--- src/rtl/sifh_pkg.sv ---
// sifh_pkg: shared defaults, FSM states, pipeline stage type and saturating increment for the histogram engine
package sifh_pkg;
    localparam int DEF_NP       = 10;
    localparam int DEF_NB       = 10;
    localparam int DEF_PEAK_MAX = 8;
    localparam int DEF_PIXELS   = 4;
    localparam int DEF_PB       = (DEF_PIXELS > 1) ? $clog2(DEF_PIXELS) : 1;
    localparam int DEF_AW       = DEF_PB + DEF_NB;
    typedef enum logic [1:0] {CLEAR, RUN, DRAIN} state_t;
    typedef struct packed {
        logic                    valid;
        logic [DEF_AW-1:0]       addr;
        logic [DEF_PEAK_MAX-1:0] count;
    } stage_t;
    function automatic logic [DEF_PEAK_MAX-1:0] sat_inc(input logic [DEF_PEAK_MAX-1:0] c);
        return (&c) ? c : c + 1'b1;
    endfunction
endpackage

--- src/rtl/sifh_peak_tracker.sv ---
// sifh_peak_tracker: per-pixel running peak bank with a registered readout mux
module sifh_peak_tracker #(
    parameter int PB = 2,
    parameter int NB = 10,
    parameter int CW = 8
) (
    input  logic          i_clk,
    input  logic          i_res,
    input  logic          i_clr,
    input  logic          i_upd,
    input  logic [PB-1:0] i_pix,
    input  logic [NB-1:0] i_bin,
    input  logic [CW-1:0] i_count,
    input  logic [PB-1:0] i_sel,
    output logic [NB-1:0] o_peak_bin,
    output logic [CW-1:0] o_peak_count
);
    localparam int N = 1 << PB;
    logic [NB-1:0] r_bin [N];
    logic [CW-1:0] r_cnt [N];
    logic [NB-1:0] r_peak_bin;
    logic [CW-1:0] r_peak_count;
    assign o_peak_bin   = r_peak_bin;
    assign o_peak_count = r_peak_count;
    // Strictly-greater update keeps the earliest bin on ties; clear or reset zeroes the bank
    always_ff @(posedge i_clk)
        if (!i_res || i_clr)
            for (int i = 0; i < N; i++) begin
                r_bin[i] <= '0;
                r_cnt[i] <= '0;
            end
        else if (i_upd && i_count > r_cnt[i_pix]) begin
            r_bin[i_pix] <= i_bin;
            r_cnt[i_pix] <= i_count;
        end
    // Readout samples the bank as it stood before this edge
    always_ff @(posedge i_clk)
        if (!i_res) begin
            r_peak_bin   <= '0;
            r_peak_count <= '0;
        end else begin
            r_peak_bin   <= r_bin[i_sel];
            r_peak_count <= r_cnt[i_sel];
        end
endmodule

--- src/rtl/sifh_hist_rmw.sv ---
// sifh_hist_rmw: pipelined histogram read-modify-write engine with forwarding, saturation, clear sweep and peak tracking
module sifh_hist_rmw
    import sifh_pkg::*;
#(
    parameter int NP       = DEF_NP,
    parameter int NB       = DEF_NB,
    parameter int PEAK_MAX = DEF_PEAK_MAX,
    parameter int PIXELS   = DEF_PIXELS,
    localparam int PB      = (PIXELS > 1) ? $clog2(PIXELS) : 1
) (
    input  logic                i_clk,
    input  logic                i_res,
    input  logic                i_wrEn,
    input  logic [PB-1:0]       i_pix,
    input  logic [NP-1:0]       i_data,
    output logic                o_ready,
    input  logic                i_clear_start,
    output logic                o_clear_done,
    output logic [PB+NB-1:0]    o_raddr,
    output logic                o_readFlag,
    output logic                o_rEnable,
    input  logic [PEAK_MAX-1:0] i_counts,
    output logic [PB+NB-1:0]    o_waddr,
    output logic                o_writeFlag,
    output logic                o_wEnable,
    output logic [PEAK_MAX-1:0] o_newCounts,
    output logic                o_sat,
    input  logic [PB-1:0]       i_peak_pix,
    output logic [NB-1:0]       o_peak_bin,
    output logic [PEAK_MAX-1:0] o_peak_count
);
    localparam int AW = PB + NB;
    localparam logic [AW:0] SWEEP_END = (AW+1)'(PIXELS << NB);
    state_t              r_state;
    logic [AW:0]         r_cnt;
    logic                r_ready, r_clear_done, r_rv, r_mv, r_sat;
    logic [AW-1:0]       r_ra, r_ma;
    stage_t              r_w, r_w2;
    logic                w_ready, w_acc, w_clr_wr, w_clr;
    logic [PEAK_MAX-1:0] w_base;
    assign w_ready      = r_ready & ~i_clear_start;
    assign w_acc        = i_wrEn & w_ready;
    assign w_clr        = r_state == CLEAR;
    assign w_clr_wr     = w_clr && r_cnt != SWEEP_END;
    assign o_ready      = w_ready;
    assign o_clear_done = r_clear_done;
    assign o_raddr      = r_ra;
    assign o_readFlag   = r_rv;
    assign o_rEnable    = ~r_rv;
    assign o_waddr      = r_w.addr;
    assign o_writeFlag  = r_w.valid;
    assign o_wEnable    = r_w.valid;
    assign o_newCounts  = r_w.count;
    assign o_sat        = r_sat;
    // Control FSM: sweep the RAM to zero, run, then drain the pipeline before the next sweep
    always_ff @(posedge i_clk)
        if (!i_res) begin
            r_state      <= CLEAR;
            r_cnt        <= '0;
            r_ready      <= 1'b0;
            r_clear_done <= 1'b0;
        end else begin
            r_clear_done <= 1'b0;
            case (r_state)
                CLEAR:
                    if (r_cnt == SWEEP_END) begin
                        r_state      <= RUN;
                        r_cnt        <= '0;
                        r_ready      <= 1'b1;
                        r_clear_done <= 1'b1;
                    end else
                        r_cnt <= r_cnt + 1'b1;
                RUN:
                    if (i_clear_start) begin
                        r_state <= DRAIN;
                        r_ready <= 1'b0;
                    end
                DRAIN:
                    if (!(r_rv || r_mv || r_w.valid))
                        r_state <= CLEAR;
                default: r_state <= CLEAR;
            endcase
        end
    // Read-first RAM misses the two most recent writes, so take the newest matching one in flight
    always_comb
        w_base = (r_w.valid && r_w.addr == r_ma) ? r_w.count :
                 (r_w2.valid && r_w2.addr == r_ma) ? r_w2.count : i_counts;
    // R -> M -> W pipeline; the write stage is borrowed by the clear sweep
    always_ff @(posedge i_clk)
        if (!i_res) begin
            r_rv  <= 1'b0;
            r_ra  <= '0;
            r_mv  <= 1'b0;
            r_ma  <= '0;
            r_w   <= '0;
            r_w2  <= '0;
            r_sat <= 1'b0;
        end else begin
            r_rv  <= w_acc;
            r_ra  <= {i_pix, i_data[NP-1 -: NB]};
            r_mv  <= r_rv;
            r_ma  <= r_ra;
            r_w   <= w_clr_wr ? stage_t'{valid: 1'b1, addr: r_cnt[AW-1:0], count: '0}
                              : stage_t'{valid: r_mv, addr: r_ma, count: sat_inc(w_base)};
            r_w2  <= r_w;
            r_sat <= w_clr ? 1'b0 : r_sat | (r_mv & (&w_base));
        end
    sifh_peak_tracker #(.PB(PB), .NB(NB), .CW(PEAK_MAX)) u_peak (
        .i_clk       (i_clk),
        .i_res       (i_res),
        .i_clr       (w_clr),
        .i_upd       (r_w.valid),
        .i_pix       (r_w.addr[AW-1:NB]),
        .i_bin       (r_w.addr[NB-1:0]),
        .i_count     (r_w.count),
        .i_sel       (i_peak_pix),
        .o_peak_bin  (o_peak_bin),
        .o_peak_count(o_peak_count)
    );
endmodule

--- config.mk ---
export PLATFORM = sky130hd
export DESIGN_NAME = sifh_hist_rmw
export DESIGN_NICKNAME = d
export VERILOG_FILES = /design/src/rtl/sifh_pkg.sv /design/src/rtl/sifh_peak_tracker.sv /design/src/rtl/sifh_hist_rmw.sv
export SDC_FILE = /design/constraint.sdc
export NUM_CORES = 1
export LEC_CHECK = 0
export CAP_MARGIN = 20
export CORE_UTILIZATION = 60
export DETAILED_ROUTE_END_ITERATION = 8
export GPL_TIMING_DRIVEN = 0
export PLACE_DENSITY_LB_ADDON = 0.25
export SLEW_MARGIN = 15
export SYNTH_ARGS = -nofsm -noshare
export SYNTH_HDL_FRONTEND = slang
export SYNTH_SLANG_ARGS = --single-unit
--- constraint.sdc ---
create_clock -name i_clk -period 9.9 [get_ports i_clk]
set_input_delay 1.485 -clock i_clk [delete_from_list [all_inputs] [get_ports i_clk]]
set_output_delay 1.485 -clock i_clk [all_outputs]
set_load 0.03 [all_outputs]
Word level (Yosys, flattened, before mapping)
Memory sizes are Yosys's and may differ from the RTL's. A register that Yosys moved wholly into a read port is not among the register bits. Index checks and enable logic that the tools add are counted.

Bits in registers: 86. Bits in writable memories: 72. Output and inout bits: 57. Logic and storage cells: 81. Memories: 2.

Memories: u_peak.r_bin (depth 4, width 10, rd ports 1, clocked after Yosys merged registers in 1, write ports 4, RTL line sifh_peak_tracker.sv:19) `logic [NB-1:0] r_bin [N];`; u_peak.r_cnt (depth 4, width 8, rd ports 2, clocked after Yosys merged registers in 2, write ports 4, RTL line sifh_peak_tracker.sv:20) `logic [CW-1:0] r_cnt [N];`.

Add/sub/neg operators: 2. Magnitude comparators: 1. Eq/ne operators: 9. Mux-type cells: 25. Bitwise logic cells: 7. Reduce and logical (&&, ||, !) cells: 20.

Operator list (count): $mux W8 (4); $eq A12 B12 Y1 (2); $mux W21 (1); $add A13 B1 Y13 const B (1); $eq A13 B13 Y1 const B (1); $mux W13 (1); $ne A13 B13 Y1 const B (1); $mux W2 (6); $mux W1 (10); $mux W10 (1); $reduce_or A10 Y1 (1); $add A8 B1 Y8 const B (1); $gt A8 B8 Y1 (1); $reduce_and A8 Y1 (1); $reduce_or A8 Y1 (1); $ne A2 B2 Y1 const B (3); $pmux W2 S3 (1); $reduce_and A3 Y1 (2); $logic_and A1 B1 Y1 (4); $reduce_or A2 Y1 (2); $and A1 B1 Y1 (3); $logic_not A1 Y1 (3); $logic_or A1 B1 Y1 (3); $not A1 Y1 (3); 7 further kinds (7).

Longest topological paths before layout
Depth in word-level cells: 8. Gate-level depth with buffers: 14. Mapped depth without buffers: 11.

Hierarchy
A second synthesis with hierarchy kept.

Cells, all modules: 724. Area total of the unflattened synthesis: 8054.0 µm².

Modules (own cells, without submodules): sifh_peak_tracker (times used 1, cells an instance 334, area an instance 4441.8 µm², sequential area each 2522.4 µm²); sifh_hist_rmw (times used 1, cells an instance 390, area an instance 3612.2 µm², sequential area each 1721.7 µm²).

Worst setup path before layout
No wires, ideal clock.

Path type: register to register. From: register r_w, in the netlist o_waddr[10]. To: memory u_peak.r_bin[0][0] (enable). Setup time: 0.377 ns. Arrival: 3.574 ns. Required time: 9.523 ns. Setup slack: 5.949 ns. Stages on the path, launching flop included: 13. Period minus slack after synthesis: 3.951 ns. Cells stage by stage: dfxtp_1 buf_1 mux4_2 inv_1 ha_1 nor2b_1 o21a_1 o21ai_0 a21oi_1 o221a_2 and2_1 nor3b_1 nand2b_1.

RTL lines: start, declared (RTL line sifh_hist_rmw.sv:38) `stage_t r_w, r_w2;`; start signal, assigned (RTL line sifh_hist_rmw.sv:103) `r_w <= w_clr_wr ? stage_t'{valid: 1'b1, addr: r_cnt[AW-1:0], count: '0}`; end, declared (RTL line sifh_peak_tracker.sv:19).

==> results.json <==
{
  "p_leak_nw": 3.56,
  "diodes": 0,
  "std_cell_rows": 40,
  "syn_inst": 642,
  "worst_pin_slew_ns": 1.05,
  "dr.first_iter.drc_count": 359,
  "cts_root_buf": "clkbuf_16",
  "initial_core_util": 0.619,
  "grt_pass1_vias": 5379,
  "coreArea_sq_um": 12100,
  "hp-start": "o_raddr[7]",
  "place_congestion": 0.875,
  "tns_ns": 0,
  "setup_viol": 0,
  "grt_max_degree": 19,
  "intPower_mw": 1.22,
  "numPortBuffers": 80,
  "r2r_start": "o_waddr[10]",
  "synth-edff-count": 72,
  "nNetsFinal": 779,
  "irDropWorstVdd_v": 0.000108,
  "antenna_left": 0,
  "die_area_sq_um": 12900,
  "power_frac_seq": 0.497,
  "dpl_worst_slack_ns": 4.73,
  "worstPathRequired_ns": 9.95,
  "final.period_utilization": 0.502,
  "cap_violations": 0,
  "fillers": 820,
  "viasPerCell": 5.78,
  "drive_gt1_frac": 0.0940,
  "vias": 5335,
  "powerDensity_nw_per_um2": 168,
  "die_h_microns": 114,
  "clk_pin_slew_worst_paths_ns": 0.06,
  "place_hpwl_microns": 11500,
  "die_x_microns": 114,
  "synth_area_per_cell_sq_um": 11.7,
  "synth_flop_cell": "dfxtp_1",
  "drc": 0,
  "slew_headroom": 0.300,
  "yosysWarnings": 0,
  "area_growth_pct": 22.0,
  "hold_class": "reg -> reg",
  "r2r_setup_slack_ns": 4.93,
  "clock_latency_ns": 0.43,
  "fin_crit_ns": 4.97,
  "timing.hold.ws_ns": 0.465,
  "grt_overflow": 0,
  "setup_ws_ns": 4.93,
  "critPathMaxFanout": 18,
  "track_usage": 0.282,
  "finalClockSkew_ns": 0.0129,
  "cp.arrival_ns": 5.02,
  "p_switching_mw": 0.317,
  "cts.path.max_buffers": 2,
  "timing.rr.end": "u_peak.r_bin[0][8]",
  "cts_made_buffers": 17,
  "r2r_cells": 13,
  "drt_first_pass_iters": 5,
  "hold_depth": 1,
  "io_pins": 83,
  "cts_hold_buffers": 0,
  "power.total_mw": 1.54,
  "htree_num_levels": 4,
  "maxSlewViolCount": 0,
  "p_sw_frac": 0.207,
  "rsz0062_at_grt": "no",
  "async_flop_share": 0,
  "cts_setup_buffers": 0,
  "endpoint_kind": "flip-flop",
  "cts_tree": "yes",
  "mostFrequentLayoutCells": "and2_1, dfxtp_1, clkdlybuf4s50_1",
  "cts_resized": 0,
  "start_kind": "flip-flop",
  "cts.sinks": 176,
  "ys_seq_area_frac": 0.566,
  "synth_nets": 679,
  "final_common_cell": "and2_1",
  "power.clock.fraction": 0.454,
  "max_freq_mhz": 201,
  "grt_pass1_wl_microns": 27000,
  "wl_per_cell_microns": 18.6,
  "crit_type": "reg -> reg",
  "antenna_found_initial": 0,
  "drt-total-wl_microns": 17100,
  "synth_cell_type_count": 48,
  "whs_endpoint": "r_ma[7]",
  "syn_area_sq_um": 7500,
  "synth-seq-cells": 176,
  "combPwrFrac": 0.049,
  "status": "complete, no violations",
  "hold_viol": 0
}
## per-stage QoR
step,utilization,std cells,cell area [sq um]
floorplan,-,642,7500
global placement,0.703,890,8510
detailed placement,0.703,890,8510
CTS,0.755,922,9140
global route,0.755,923,9150
finish,0.755,923,9150
## layout make-up
type	instances	area, sq um	share of cell area
Multi-Input combinational cell	417	3050	0.333
Clock inverter	8	96.3	0.0105
Buffer	35	156	0.0171
Clock buffer	24	534	0.0584
Sequential cell	176	4240	0.464
Inverter	14	52.6	0.00575
Tap cell	168	210	0.0230
Timing Repair Buffer	81	806	0.0881
## worst max-delay path by stage
stage	from	end	cells after the start
after global placement	o_waddr[10]	u_peak.r_bin[0][4]	12
after floorplan	o_waddr[10]	u_peak.r_bin[0][0]	12
after CTS	o_waddr[10]	u_peak.r_bin[0][2]	12
final	o_waddr[10]	u_peak.r_bin[0][8]	13
after detailed placement	o_waddr[10]	u_peak.r_bin[0][3]	12
after global routing	o_waddr[10]	u_peak.r_bin[0][5]	13
## worst max-delay path, stage by stage, from the launching register on
cell	delay [ns]
dfxtp_1	0.51
buf_1	0.69
mux4_2	0.61
inv_1	0.08
ha_1	0.14
nor2b_1	0.18
o21a_1	0.14
o21ai_0	0.07
a21oi_1	0.15
o221a_2	0.23
and2_1	0.18
nor3b_1	0.52
clkbuf_2	0.28
nand2b_1	0.81
## layer usage
layer  GRT usage  part of all wire
met1       0.333              0.39
met2       0.498              0.52
met3      0.0542             0.065
met4       0.137             0.029
met5           0                 0
## cells in the mapped netlist, drive strengths merged, types with 2 or more instances
library cell	number	area (sq um)
a21boi	14	105
a21oi	26	138
a311oi	2	17.5
a31oi	4	25.0
and2	128	801
and3	26	168
and3b	2	17.5
buf	9	58.8
clkbuf	26	97.6
dfxtp	104	2080
edfxtp	72	2160
ha	11	138
inv	14	52.6
mux2i	8	80.1
mux4	26	589
nand2	42	160
nand2b	3	18.8
nand3	12	60.1
nand3b	3	22.5
nand4	7	43.8
nor2	19	71.3
nor2b	8	50.1
nor3	7	35.0
nor3b	3	22.5
nor4	2	12.5
nor4b	2	17.5
o21a	4	30.0
o21ai	22	110
xnor2	24	210
## power by group through the flow
stage / Clock, mW / Combinational, mW / Sequential (mW)
after floorplan: 0 / 0.0397 / 0.783
after detailed placement: 0 / 0.0743 / 0.779
after CTS: 0.697 / 0.0754 / 0.764
final: 0.697 / 0.0755 / 0.764
after global routing: 0.729 / 0.0818 / 0.764
after global placement: 0 / 0.0722 / 0.779
## registers in the layout, summed over array words and instances (netlist names)
signal / cells
o_clear_done: 1
o_newCounts: 8
o_raddr: 12
o_readFlag: 1
o_sat: 1
o_wEnable: 1
o_waddr: 12
r_cnt: 13
r_ma: 12
r_mv: 1
r_ready: 1
r_state: 2
r_w2: 21
u_peak.o_peak_bin: 10
u_peak.o_peak_count: 8
u_peak.r_bin: 40
u_peak.r_cnt: 32
## logic make-up after synthesis
logic type               share of synthesized area
AND/OR/NAND/NOR                              0.207
multiplexers                                0.0893
AO/OA/AOI/OAI                               0.0637
flip-flops                                   0.566
buffers and inverters                       0.0279
adder cells (fa/ha/maj)                     0.0184
XOR/XNOR                                    0.0280
Power figures use the tool's default switching activity.
==> variant (same settings) <==
Put a register stage on the outputs `o_writeFlag` and `o_newCounts`. The values now appear one clock later. The other outputs are not delayed to match.
--- a/src/rtl/sifh_hist_rmw.sv
+++ b/src/rtl/sifh_hist_rmw.sv
@@ -48,9 +48,11 @@
     assign o_readFlag   = r_rv;
     assign o_rEnable    = ~r_rv;
     assign o_waddr      = r_w.addr;
-    assign o_writeFlag  = r_w.valid;
     assign o_wEnable    = r_w.valid;
-    assign o_newCounts  = r_w.count;
+    always_ff @(posedge i_clk) begin
+        o_writeFlag <= r_w.valid;
+        o_newCounts <= r_w.count;
+    end
     assign o_sat        = r_sat;
     // Control FSM: sweep the RAM to zero, run, then drain the pipeline before the next sweep
     always_ff @(posedge i_clk)
Function: changed (a bounded check fails within 4 cycles, from zero or initial values).
==> variant against the original RTL <==
- synthesized cell count rose by 3.9%
- cell area rose by 3.5%
- clock power is 2.9% lower
- worst hold slack got worse by 7.8 ps
- via count up 2.3%
- sequential cell count is 9 higher
- synthesized area up 4.8%
- wire length is 3.7% higher
- combinational power up 3.0%
- maximum frequency grew 8.5%
- setup slack improved by 390 ps
- critical path depth shrank 1
- critical path type unchanged
- total power increased by 1.3%
- count of clock-buffer cells in the layout rose by 3
- highest routed layer unchanged
==> variant: results (changes against the original RTL) <==
metric	value	unit	change
ys_top_cells_by_area	dfxtp_1 (29%), edfxtp_1 (28%), and2_1 (11%), mux4_2 (7.5%), nand2_1 (2.6%)		
port-buffer-count	79		-1.3%
crit_arrival	4640	ps	-380 ps
ys_seq_area_frac	0.563		-0.00276
drt-initial-drc-count	398		+11%
clockRootBuffer	clkbuf_16		
wl_met1	7060	microns	+6.6%
grt_pass1_wl	27300	microns	+0.92%
cts_htree_levels	4		unchanged
grt_max_degree	19		unchanged
rrSetupSlack	5320	ps	+390 ps
layout-drive-gt1-share	0.117		+0.0229
nets	802		+3.0%
yosys-top-cells-count	and2_1 (133), dfxtp_1 (113), edfxtp_1 (72)		
synth_cell_type_count	58		+21%
fin_cells	950		+2.9%
ir_worst_vdd	0.146	mV	+35%
placedInstanceArea	8860	sq um	+4.1%
critical-path-slowest-cell	nand2b_1		
largestRegisters	u_peak.r_bin (40), u_peak.r_cnt (32), r_w2 (21)		
route.met2.wl	9180	microns	+3.3%
wl_met3	1100	microns	-2.3%
dp_hpwl	12000	microns	+4.0%
status	finished, final reports clean		
fin_skew	9.85	ps	-3.04 ps
drt_wl_total	17800	microns	+3.7%
grt_pass1_vias	5406		+0.50%
via_count	5460		+2.3%
hp-class	reg2reg		
post_cts_buffers	0		unchanged
max_stage_delay	900	ps	+90 ps
leakage	3.78	nW	+6.2%
final.period_utilization	0.462		-0.0395
grt_use_total	0.280		-0.00283
post-place-ws	5090	ps	+359 ps
tightest_slew	1060	ps	+14.3 ps
place.gp.congestion	0.920		+5.2%
place_inst	918		+3.1%
syn_inst	667		+3.9%
syn_nets	704		+3.7%
-- variant: report_power, final --
part           total [W]  internal, W  switching, W
sequential      0.000800     0.000792    0.00000818
clock           0.000677     0.000404      0.000274
combinational  0.0000778    0.0000362     0.0000417
-- variant: cell type report --
type	instances	area [sq um]
sequential	185	4420
clock inverter	5	55.1
fill	846	3200
multi-input combinational	419	3140
clock buffer	27	548
tap	172	215
inverter	16	60.1
buffer	47	239
timing repair buffer	79	791
-- variant: final timing paths --
kind,cells after the start,startpoint,endpoint
setup / recovery,12,o_waddr[10],u_peak.r_cnt[0][7]
hold reg to reg,1,o_raddr[4],r_ma[4]
hold / removal,1,o_raddr[4],r_ma[4]
setup reg to reg,12,o_waddr[10],u_peak.r_cnt[0][7]
-- variant: cells by family (layout without fill, tap and decap cells) --
group	Yosys count	in the layout	share of synthesized area
muxes	38	38	0.0916
adders and majority gates	11	11	0.0175
and+or+nand+nor	272	272	0.203
AOI/OAI and AO/OA	73	73	0.0588
xor gates and xnor gates	25	25	0.0279
buffers and inverters	63	174	0.0381
DFF	185	185	0.563
-- variant: through the flow --
stage | hold slack [ps] | total power [W]
final | 457 | 0.00156
after global placement | 446 | 0.000890
after floorplan | 378 | 0.000862
after global routing | 479 | 0.00159
after CTS | 456 | 0.00156
after detailed placement | 446 | 0.000894
-- variant: metal layers --
metal,vias to the layer above,track usage
met5,-,0
met4,0,0.124
met3,36,0.0592
met2,239,0.495
met1,2680,0.327
li1,2505,-
